[src/rtl/alu_arbiter_pkg.sv]
// Shared types and constants for the ALU arbiter: FSM states, opcodes and
// the latched datapath command.
package alu_arbiter_pkg;

  typedef enum logic [1:0] {
    IDLE    = 2'd0,
    EXEC    = 2'd1,
    RESPOND = 2'd2
  } state_t;

  localparam logic [3:0] OP_ADD  = 4'd0;
  localparam logic [3:0] OP_SUB  = 4'd1;
  localparam logic [3:0] OP_AND  = 4'd2;
  localparam logic [3:0] OP_OR   = 4'd3;
  localparam logic [3:0] OP_HALT = 4'hF;

  localparam logic [3:0] MAX_VALID_OPCODE = OP_OR;

  typedef struct packed {
    logic [3:0] opcode;
    logic [7:0] a;
    logic [7:0] b;
  } dp_cmd_t;

  function automatic logic op_is_valid(input logic [3:0] op);
    return (op <= MAX_VALID_OPCODE);
  endfunction

endpackage

[src/rtl/alu_arbiter_picker.sv]
// Combinational round-robin picker: first requester found searching upward
// from last_grant+1, wrapping modulo NUM_REQ.
module rr_picker #(
  parameter int NUM_REQ = 4,
  parameter int IDX_W   = 2
) (
  input  logic [NUM_REQ-1:0] req,
  input  logic [IDX_W-1:0]   last_grant,
  output logic [NUM_REQ-1:0] grant,
  output logic               valid
);

  int w_idx;

  always_comb begin
    grant = '0;
    valid = 1'b0;
    w_idx = 0;
    // offset NUM_REQ wraps back to last_grant itself, so it has lowest priority
    for (int off = 1; off <= NUM_REQ; off++) begin
      w_idx = (int'(last_grant) + off) % NUM_REQ;
      if (!valid && req[IDX_W'(w_idx)]) begin
        grant[IDX_W'(w_idx)] = 1'b1;
        valid                = 1'b1;
      end
    end
  end

endmodule

[src/rtl/alu_arbiter.sv]
// Arbitrates NUM_REQ requesters onto one shared multi-cycle ALU datapath:
// IDLE grants round-robin, EXEC drives the datapath, RESPOND returns the result.
module alu_arbiter
  import alu_arbiter_pkg::*;
#(
  parameter int NUM_REQ = 4,
  parameter int WIDTH   = 16,
  parameter int TIMEOUT = 64
) (
  input  logic                   clk,
  input  logic                   reset,
  input  logic [NUM_REQ-1:0]     req_valid,
  input  logic [NUM_REQ*4-1:0]   req_opcode,
  input  logic [NUM_REQ*8-1:0]   req_a,
  input  logic [NUM_REQ*8-1:0]   req_b,
  output logic [NUM_REQ-1:0]     req_ready,
  output logic [NUM_REQ-1:0]     rsp_valid,
  output logic [WIDTH-1:0]       rsp_result,
  output logic                   rsp_error,
  output logic                   dp_enable,
  output logic [3:0]             dp_opcode,
  output logic [7:0]             dp_a,
  output logic [7:0]             dp_b,
  input  logic                   dp_done,
  input  logic [WIDTH-1:0]       dp_result
);

  localparam int IDX_W = (NUM_REQ > 1) ? $clog2(NUM_REQ) : 1;
  localparam int CNT_W = $clog2(TIMEOUT) + 1;
  localparam logic [CNT_W-1:0] CNT_LAST  = CNT_W'(TIMEOUT - 1);
  localparam logic [IDX_W-1:0] LAST_INIT = IDX_W'(NUM_REQ - 1);

  state_t             r_state;
  state_t             w_next;
  logic [IDX_W-1:0]   r_last_grant;
  logic [IDX_W-1:0]   r_winner;
  logic [IDX_W-1:0]   w_win_idx;
  dp_cmd_t            r_cmd;
  dp_cmd_t            w_sel_cmd;
  logic [CNT_W-1:0]   r_cnt;
  logic [WIDTH-1:0]   r_result;
  logic               r_error;
  logic [NUM_REQ-1:0] w_grant;
  logic               w_grant_vld;
  logic               w_timeout;

  rr_picker #(
    .NUM_REQ (NUM_REQ),
    .IDX_W   (IDX_W)
  ) u_picker (
    .req        (req_valid),
    .last_grant (r_last_grant),
    .grant      (w_grant),
    .valid      (w_grant_vld)
  );

  assign w_timeout = (r_cnt == CNT_LAST);

  // Steer the winning requester's command out of the flattened request buses
  always_comb begin
    w_sel_cmd = '0;
    w_win_idx = '0;
    for (int i = 0; i < NUM_REQ; i++) begin
      if (w_grant[i]) begin
        w_sel_cmd.opcode = req_opcode[i*4 +: 4];
        w_sel_cmd.a      = req_a[i*8 +: 8];
        w_sel_cmd.b      = req_b[i*8 +: 8];
        w_win_idx        = IDX_W'(i);
      end
    end
  end

  always_comb begin
    w_next = r_state;
    case (r_state)
      IDLE: begin
        if (w_grant_vld) begin
          w_next = op_is_valid(w_sel_cmd.opcode) ? EXEC : RESPOND;
        end
      end
      EXEC: begin
        if (dp_done || w_timeout) begin
          w_next = RESPOND;
        end
      end
      RESPOND: w_next = IDLE;
      default: w_next = IDLE;
    endcase
  end

  always_ff @(posedge clk) begin
    if (reset) begin
      r_state      <= IDLE;
      r_last_grant <= LAST_INIT;
      r_winner     <= '0;
      r_cmd        <= '0;
      r_cnt        <= '0;
      r_result     <= '0;
      r_error      <= 1'b0;
    end else begin
      r_state <= w_next;
      case (r_state)
        IDLE: begin
          if (w_grant_vld) begin
            r_winner <= w_win_idx;
            r_cmd    <= w_sel_cmd;
            r_cnt    <= '0;
            r_result <= '0;
            r_error  <= !op_is_valid(w_sel_cmd.opcode);
          end
        end
        EXEC: begin
          r_cnt <= r_cnt + CNT_W'(1);
          // a completion in the last allowed cycle still wins over the timeout
          if (dp_done) begin
            r_result <= dp_result;
            r_error  <= 1'b0;
          end else if (w_timeout) begin
            r_result <= '0;
            r_error  <= 1'b1;
          end
        end
        RESPOND: r_last_grant <= r_winner;
        default: ;
      endcase
    end
  end

  // Outputs decode from state; held at zero while reset is asserted
  always_comb begin
    req_ready  = '0;
    rsp_valid  = '0;
    rsp_result = '0;
    rsp_error  = 1'b0;
    dp_enable  = 1'b0;
    dp_opcode  = '0;
    dp_a       = '0;
    dp_b       = '0;
    if (!reset) begin
      case (r_state)
        IDLE: req_ready = w_grant;
        EXEC: begin
          dp_enable = 1'b1;
          dp_opcode = r_cmd.opcode;
          dp_a      = r_cmd.a;
          dp_b      = r_cmd.b;
        end
        RESPOND: begin
          rsp_valid  = NUM_REQ'(1) << r_winner;
          rsp_result = r_result;
          rsp_error  = r_error;
        end
        default: ;
      endcase
    end
  end

endmodule

[config.mk]
export PLATFORM = sky130hd
export DESIGN_NAME = alu_arbiter
export DESIGN_NICKNAME = d
export VERILOG_FILES = /design/src/rtl/alu_arbiter_pkg.sv /design/src/rtl/alu_arbiter_picker.sv /design/src/rtl/alu_arbiter.sv
export SDC_FILE = /design/constraint.sdc
export NUM_CORES = 1
export LEC_CHECK = 0
export CAP_MARGIN = 10
export CORE_MARGIN = 2
export CORE_UTILIZATION = 40
export CTS_CLUSTER_SIZE = 25
export DETAILED_ROUTE_END_ITERATION = 7
export GPL_ROUTABILITY_DRIVEN = 0
export HOLD_SLACK_MARGIN = 0.02
export PLACE_DENSITY = 0.78
export SETUP_SLACK_MARGIN = 0.05
export SLEW_MARGIN = 0
export SYNTH_ARGS = -nofsm -noshare
export SYNTH_HDL_FRONTEND = slang
export SYNTH_SLANG_ARGS = --single-unit
[constraint.sdc]
create_clock -name clk -period 6 [get_ports clk]
set_clock_uncertainty 0.15 [all_clocks]
set_input_delay 0.6 -clock clk [delete_from_list [all_inputs] [get_ports clk]]
set_output_delay 0.6 -clock clk [all_outputs]
set_load 0.02 [all_outputs]
==> results.cfg, run 1 <==
[run_status]
status = complete, no violations

[timing]
finalSetupViolations = 0
hold_viol = 0
worst_pin_slew_ns = 1.19
rsz0062_at_grt = no
max_slew_margin = 0.201
post-route-period-util = 0.796
max_freq_mhz = 209
tns_ns = 0
fin_crit_ns = 4.78
maxSlewViolCount = 0

[clock_network]
cts_buffer_depth = 2
cts_resized = 0
cts_hold_buffers = 0
path_clk_slew_ns = 0.09
clkSinkCount = 50
cts_tree = yes
cts_buffers = 5
htreeDepth = 2
cts_root_buf = clkbuf_8
clock_latency_ns = 0.30
postCtsSetupBuffers = 0

[floorplan]
start_util = 0.413
die-area_mm2 = 0.00876
die_y_um = 93.6
num_io_pins = 149
die_w_um = 93.6
core_area_mm2 = 0.00777
num_rows = 32

[final_layout]
syn2layout_area_growth_pct = 50.1
finalCoreUtilization = 0.621
final_layout_size_suffix_gt1_frac = 0.0474
diodes = 0
stdcell_area_mm2 = 0.00482
fillers = 713
fin_nets = 660
final_cells = 651

[synth]
synth.largest_area_cell = dfxtp_1
ys.flop_type = dfxtp_1
ys_seq_elements = 50
synth_warnings = 0
syn-cell-area_mm2 = 0.00321
ys_top_cells_by_area = dfxtp_1 31%, a21oi_1 10%, and2_1 7.2%
avgSynthCellArea_um2 = 7.59
synth-async-reset-ratio = 0
yosysSeqAreaShare = 0.312
syn-num-nets = 535
synth_top_area_frac = 0.312
synth_enable_flop_cells = 0
yosysUniqueCellTypes = 45
synth_cells = 423

[critical_path]
cp-end-kind = primary output
cp.arrival_ns = 4.03
path_max_fanout = 24
ff2ff_setup_slack_ns = 1.42
r2r_cells = 11
r2r_end = r_cmd[2]
worst-setup-path-type = reg -> out
required_ns = 5.25
rr_startpoint = r_last_grant[0]
cp-start-kind = flop

[min_path]
hp-start = r_error
min_path_type = reg -> reg
hold_end = r_error
hold_depth = 2

[global_routing]
grt-ovfl-total = 0
grt_antenna_before_repair = 0
grt_pass1_vias = 3432
grt_pass1_wl_um = 15800
grt_max_degree = 56
grt.total_usage = 0.222

[power]
p_leak_nw = 1.78
irDropWorstVdd_mv = 0.159
powerDensity_mw_per_mm2 = 362

[routing]
drt-initial-drc-count = 163
drtPass1Iterations = 4
route.detailed.drc = 0
wl_um = 10200
wire_per_inst_um = 15.7
final_antenna_net_count = 0
vias = 3587
vias_per_cell = 5.51

[place]
hpwl_um = 7340
placed_area_mm2 = 0.00471
port_buffers = 148
dp.cells = 643

[job]
timing.max_cap.violations = 0
## cell families after synthesis
family / after synthesis / synth area share
flops: 50 / 0.312
fa+ha+maj: 9 / 0.0351
compound gates: 126 / 0.255
buf+inv: 39 / 0.0503
mux: 9 / 0.0436
simple gates: 190 / 0.305
## Yosys cell counts (5+ instances only)
library cell / n
ha_1: 9
nor2_1: 40
nand2_1: 47
mux2i_1: 5
clkbuf_1: 24
a22o_1: 16
dfxtp_1: 50
nand3_1: 24
nor3_1: 7
o21ai_0: 7
a21oi_1: 65
nand2b_1: 8
a22oi_1: 16
buf_2: 6
inv_1: 6
and2_1: 37
## cell type report
class                      instances  area [µm²]  area share
clock buffer                       6        72.6      0.0150
clock inverter                     2        37.5     0.00778
inverter                           6        22.5     0.00467
multi-input combinational        334        2060       0.428
sequential                        50        1000       0.208
tap                              102         128      0.0265
timing repair buffer             151        1500       0.311
## registers in the layout (all words and copies together), names as in the netlist
register,flops
r_cmd,20
r_cnt,7
r_error,1
r_last_grant,2
r_result,16
r_state,2
r_winner,2
## through the flow
stage               power, W  setup slack [ns]  hold WS, ns
floorplan            0.00123              2.13        0.305
global placement     0.00149              1.68        0.320
detailed placement   0.00151              1.50        0.325
CTS                  0.00175              1.21        0.343
global route         0.00188             0.883        0.376
finish               0.00175              1.22        0.338
## where the power goes
group | total, W | internal (W) | switching [W]
Sequential | 0.000493 | 0.000424 | 0.0000685
Clock | 0.000237 | 0.000125 | 0.000113
Combinational | 0.00102 | 0.000413 | 0.000604
Total | 0.00175 | 0.000962 | 0.000785
## critical path, cell delays in order (launching register included)
cell	delay, ns
dfxtp_1	0.68
inv_1	0.22
ha_1	0.50
mux4_2	0.47
nor2b_1	0.19
o21ai_2	0.84
nor2b_1	0.22
clkdlybuf4s50_1	0.61
## routing by layer
metal,up-vias,track usage,wire length (µm)
met4,0,0.0435,46
li1,1761,-,-
met5,-,0,0
met2,146,0.391,4780
met1,1676,0.262,4440
met3,4,0.0774,958
## placed cells by master, fill, tap and decap left out, types with 8 or more instances in the layout
cell             synthesis  layout
a22oi_1                 16      16
a22o_1                  16      16
and2_1                  37      37
ha_1                     9       9
clkdlybuf4s50_1          0     147
dfxtp_1                 50      50
nand2b_1                 8       8
nand2_1                 47      47
nor2_1                  40      39
a21oi_1                 65      65
nand3_1                 24      24
## how the worst max path moves through the flow
stage                     from           end  slack, ns  cells after the start
2_1_floorplan  r_last_grant[1]  req_ready[1]       2.13                     10
3_3_place_gp      req_valid[1]  req_ready[1]       1.68                      7
3_5_place_dp   r_last_grant[0]      r_cmd[3]       1.50                     11
4_1_cts        r_last_grant[0]  req_ready[1]       1.21                      7
5_1_grt        r_last_grant[0]  req_ready[1]       0.88                      7
6_report       r_last_grant[0]  req_ready[1]       1.22                      7
Power figures use the tool's default switching activity.
==> run 2, diff against run 1 <==
--- a/config.mk
+++ b/config.mk
@@ -7,7 +7,7 @@
 export LEC_CHECK = 0
 export CAP_MARGIN = 10
 export CORE_MARGIN = 2
-export CORE_UTILIZATION = 40
+export CORE_UTILIZATION = 38
 export CTS_CLUSTER_SIZE = 25
 export DETAILED_ROUTE_END_ITERATION = 7
 export GPL_ROUTABILITY_DRIVEN = 0
==> constraint.sdc (replaced) <==
create_clock -name clk -period 4.05 [get_ports clk]
set_clock_uncertainty 0.15 [all_clocks]
set_input_delay 0.405 -clock clk [delete_from_list [all_inputs] [get_ports clk]]
set_output_delay 0.405 -clock clk [all_outputs]
set_load 0.02 [all_outputs]
==> results.cfg, run 2 (same netlist as run 1, synthesis figures left out) <==
[floorplan]
die_y_um = 95.9
num_io_pins = 149
num_rows = 33
core_area_mm2 = 0.00822
die-area_mm2 = 0.00920
die_w_um = 95.9
start_util = 0.391

[timing]
rsz0062_at_grt = no
post-route-period-util = 0.935
setup_slack_ns = 0.263
fin_crit_ns = 3.79
hold_viol = 0
finalSetupViolations = 0
max_slew_margin = 0.190
worst_pin_slew_ns = 1.21
maxSlewViolCount = 0
max_freq_mhz = 264
tns_ns = 0

[min_path]
hp-start = reset
min_path_type = in -> reg
hold_end = r_cmd[3]
hold_depth = 2

[clock_network]
htreeDepth = 2
postCtsSetupBuffers = 0
cts_buffer_depth = 2
cts_tree = yes
cts_root_buf = clkbuf_8
path_clk_slew_ns = 0.09
cts_buffers = 5
cts_hold_buffers = 0
clkSinkCount = 50
cts_resized = 0
clock_latency_ns = 0.30

[final_layout]
layout.area.seq_mm2 = 0.00100
stdcell_area_mm2 = 0.00490
syn2layout_area_growth_pct = 52.5
fin_nets = 671
final_common_cell = clkdlybuf4s50_1
final_layout_size_suffix_gt1_frac = 0.0679
fillers = 741
largest-register = r_cmd
multi_input_area_mm2 = 0.00206
diodes = 0
finalCoreUtilization = 0.596
largest_reg_flops = 20
layout_common_cells = 147 x clkdlybuf4s50_1, 65 x a21oi_1, 50 x dfxtp_1
reg_top3 = r_cmd: 20 flops, r_result: 16 flops, r_cnt: 7 flops

[global_routing]
grt_pass1_vias = 3485
grt.total_usage = 0.219
grt-ovfl-total = 0
grt_max_degree = 43
grt_pass1_wl_um = 16100
grt_antenna_before_repair = 0

[critical_path]
required_ns = 3.49
rr_startpoint = r_last_grant[0]
cp-start-kind = primary input
r2r_end = r_state[0]
worst-setup-path-type = in -> out
r2r_cells = 11
ff2ff_setup_slack_ns = 0.55
path_max_fanout = 23
cp.arrival_ns = 3.23
cp-end-kind = primary output

[place]
hpwl_um = 7670
port_buffers = 148
place_ws_ns = 0.248
placed_area_mm2 = 0.00479

[job]
timing.max_cap.violations = 0

[routing]
vias = 3622
wire_per_inst_um = 15.5
vias_per_cell = 5.45
drt-initial-drc-count = 145
route.detailed.drc = 0
wl_um = 10300
final_antenna_net_count = 0
drtPass1Iterations = 4

[power]
p_leak_nw = 1.83
powerDensity_mw_per_mm2 = 532
irDropWorstVdd_mv = 0.232
finalPower_w = 0.00261

[run_status]
status = complete, no violations
run 2: cell type report:
cell class              instances  area share
multi-input cells             334       0.421
repair buffers                162       0.324
flip-flops and latches         50       0.204
well taps                     105      0.0268
clock buffers                   6      0.0169
inverters                       6     0.00460
clock inverters                 2     0.00255
run 2: per-layer routing:
layer / global-route usage / part of all wire / vias up
li1: - / - / 1778
met1: 0.248 / 0.40 / 1673
met2: 0.404 / 0.49 / 154
met3: 0.0532 / 0.096 / 17
met4: 0.0667 / 0.018 / 0
met5: 0 / 0 / -
run 2: worst max-delay path, stage by stage:
cell	delay, ns
clkdlybuf4s50_1	0.51
mux4_2	0.62
nor4b_4	0.39
nand2_1	0.11
o21ai_2	0.09
buf_4	0.30
nor2b_1	0.18
clkdlybuf4s50_1	0.61
run 2: worst max path at each step:
stage,startpoint,end,cells past startpoint
finish,req_valid[1],req_ready[1],8
global route,r_last_grant[0],req_ready[1],9
CTS,req_valid[1],req_ready[1],8
detailed placement,req_valid[1],r_state[0],10
global placement,req_valid[1],r_state[0],10
floorplan,r_last_grant[1],req_ready[1],10
run 2: report_power, final:
group          total [W]  switching, W  internal [W]  leakage [nW]
clock network   0.000304      0.000167      0.000138        0.0472
logic            0.00160      0.000919      0.000683          1.38
registers       0.000701     0.0000725      0.000628         0.408
total            0.00261       0.00116       0.00145          1.83
run 2: metrics by stage:
step,instances,hold slack [ns]
detailed placement,656,0.327
global route,665,0.335
floorplan,423,0.305
global placement,656,0.320
CTS,664,0.318
finish,665,0.317
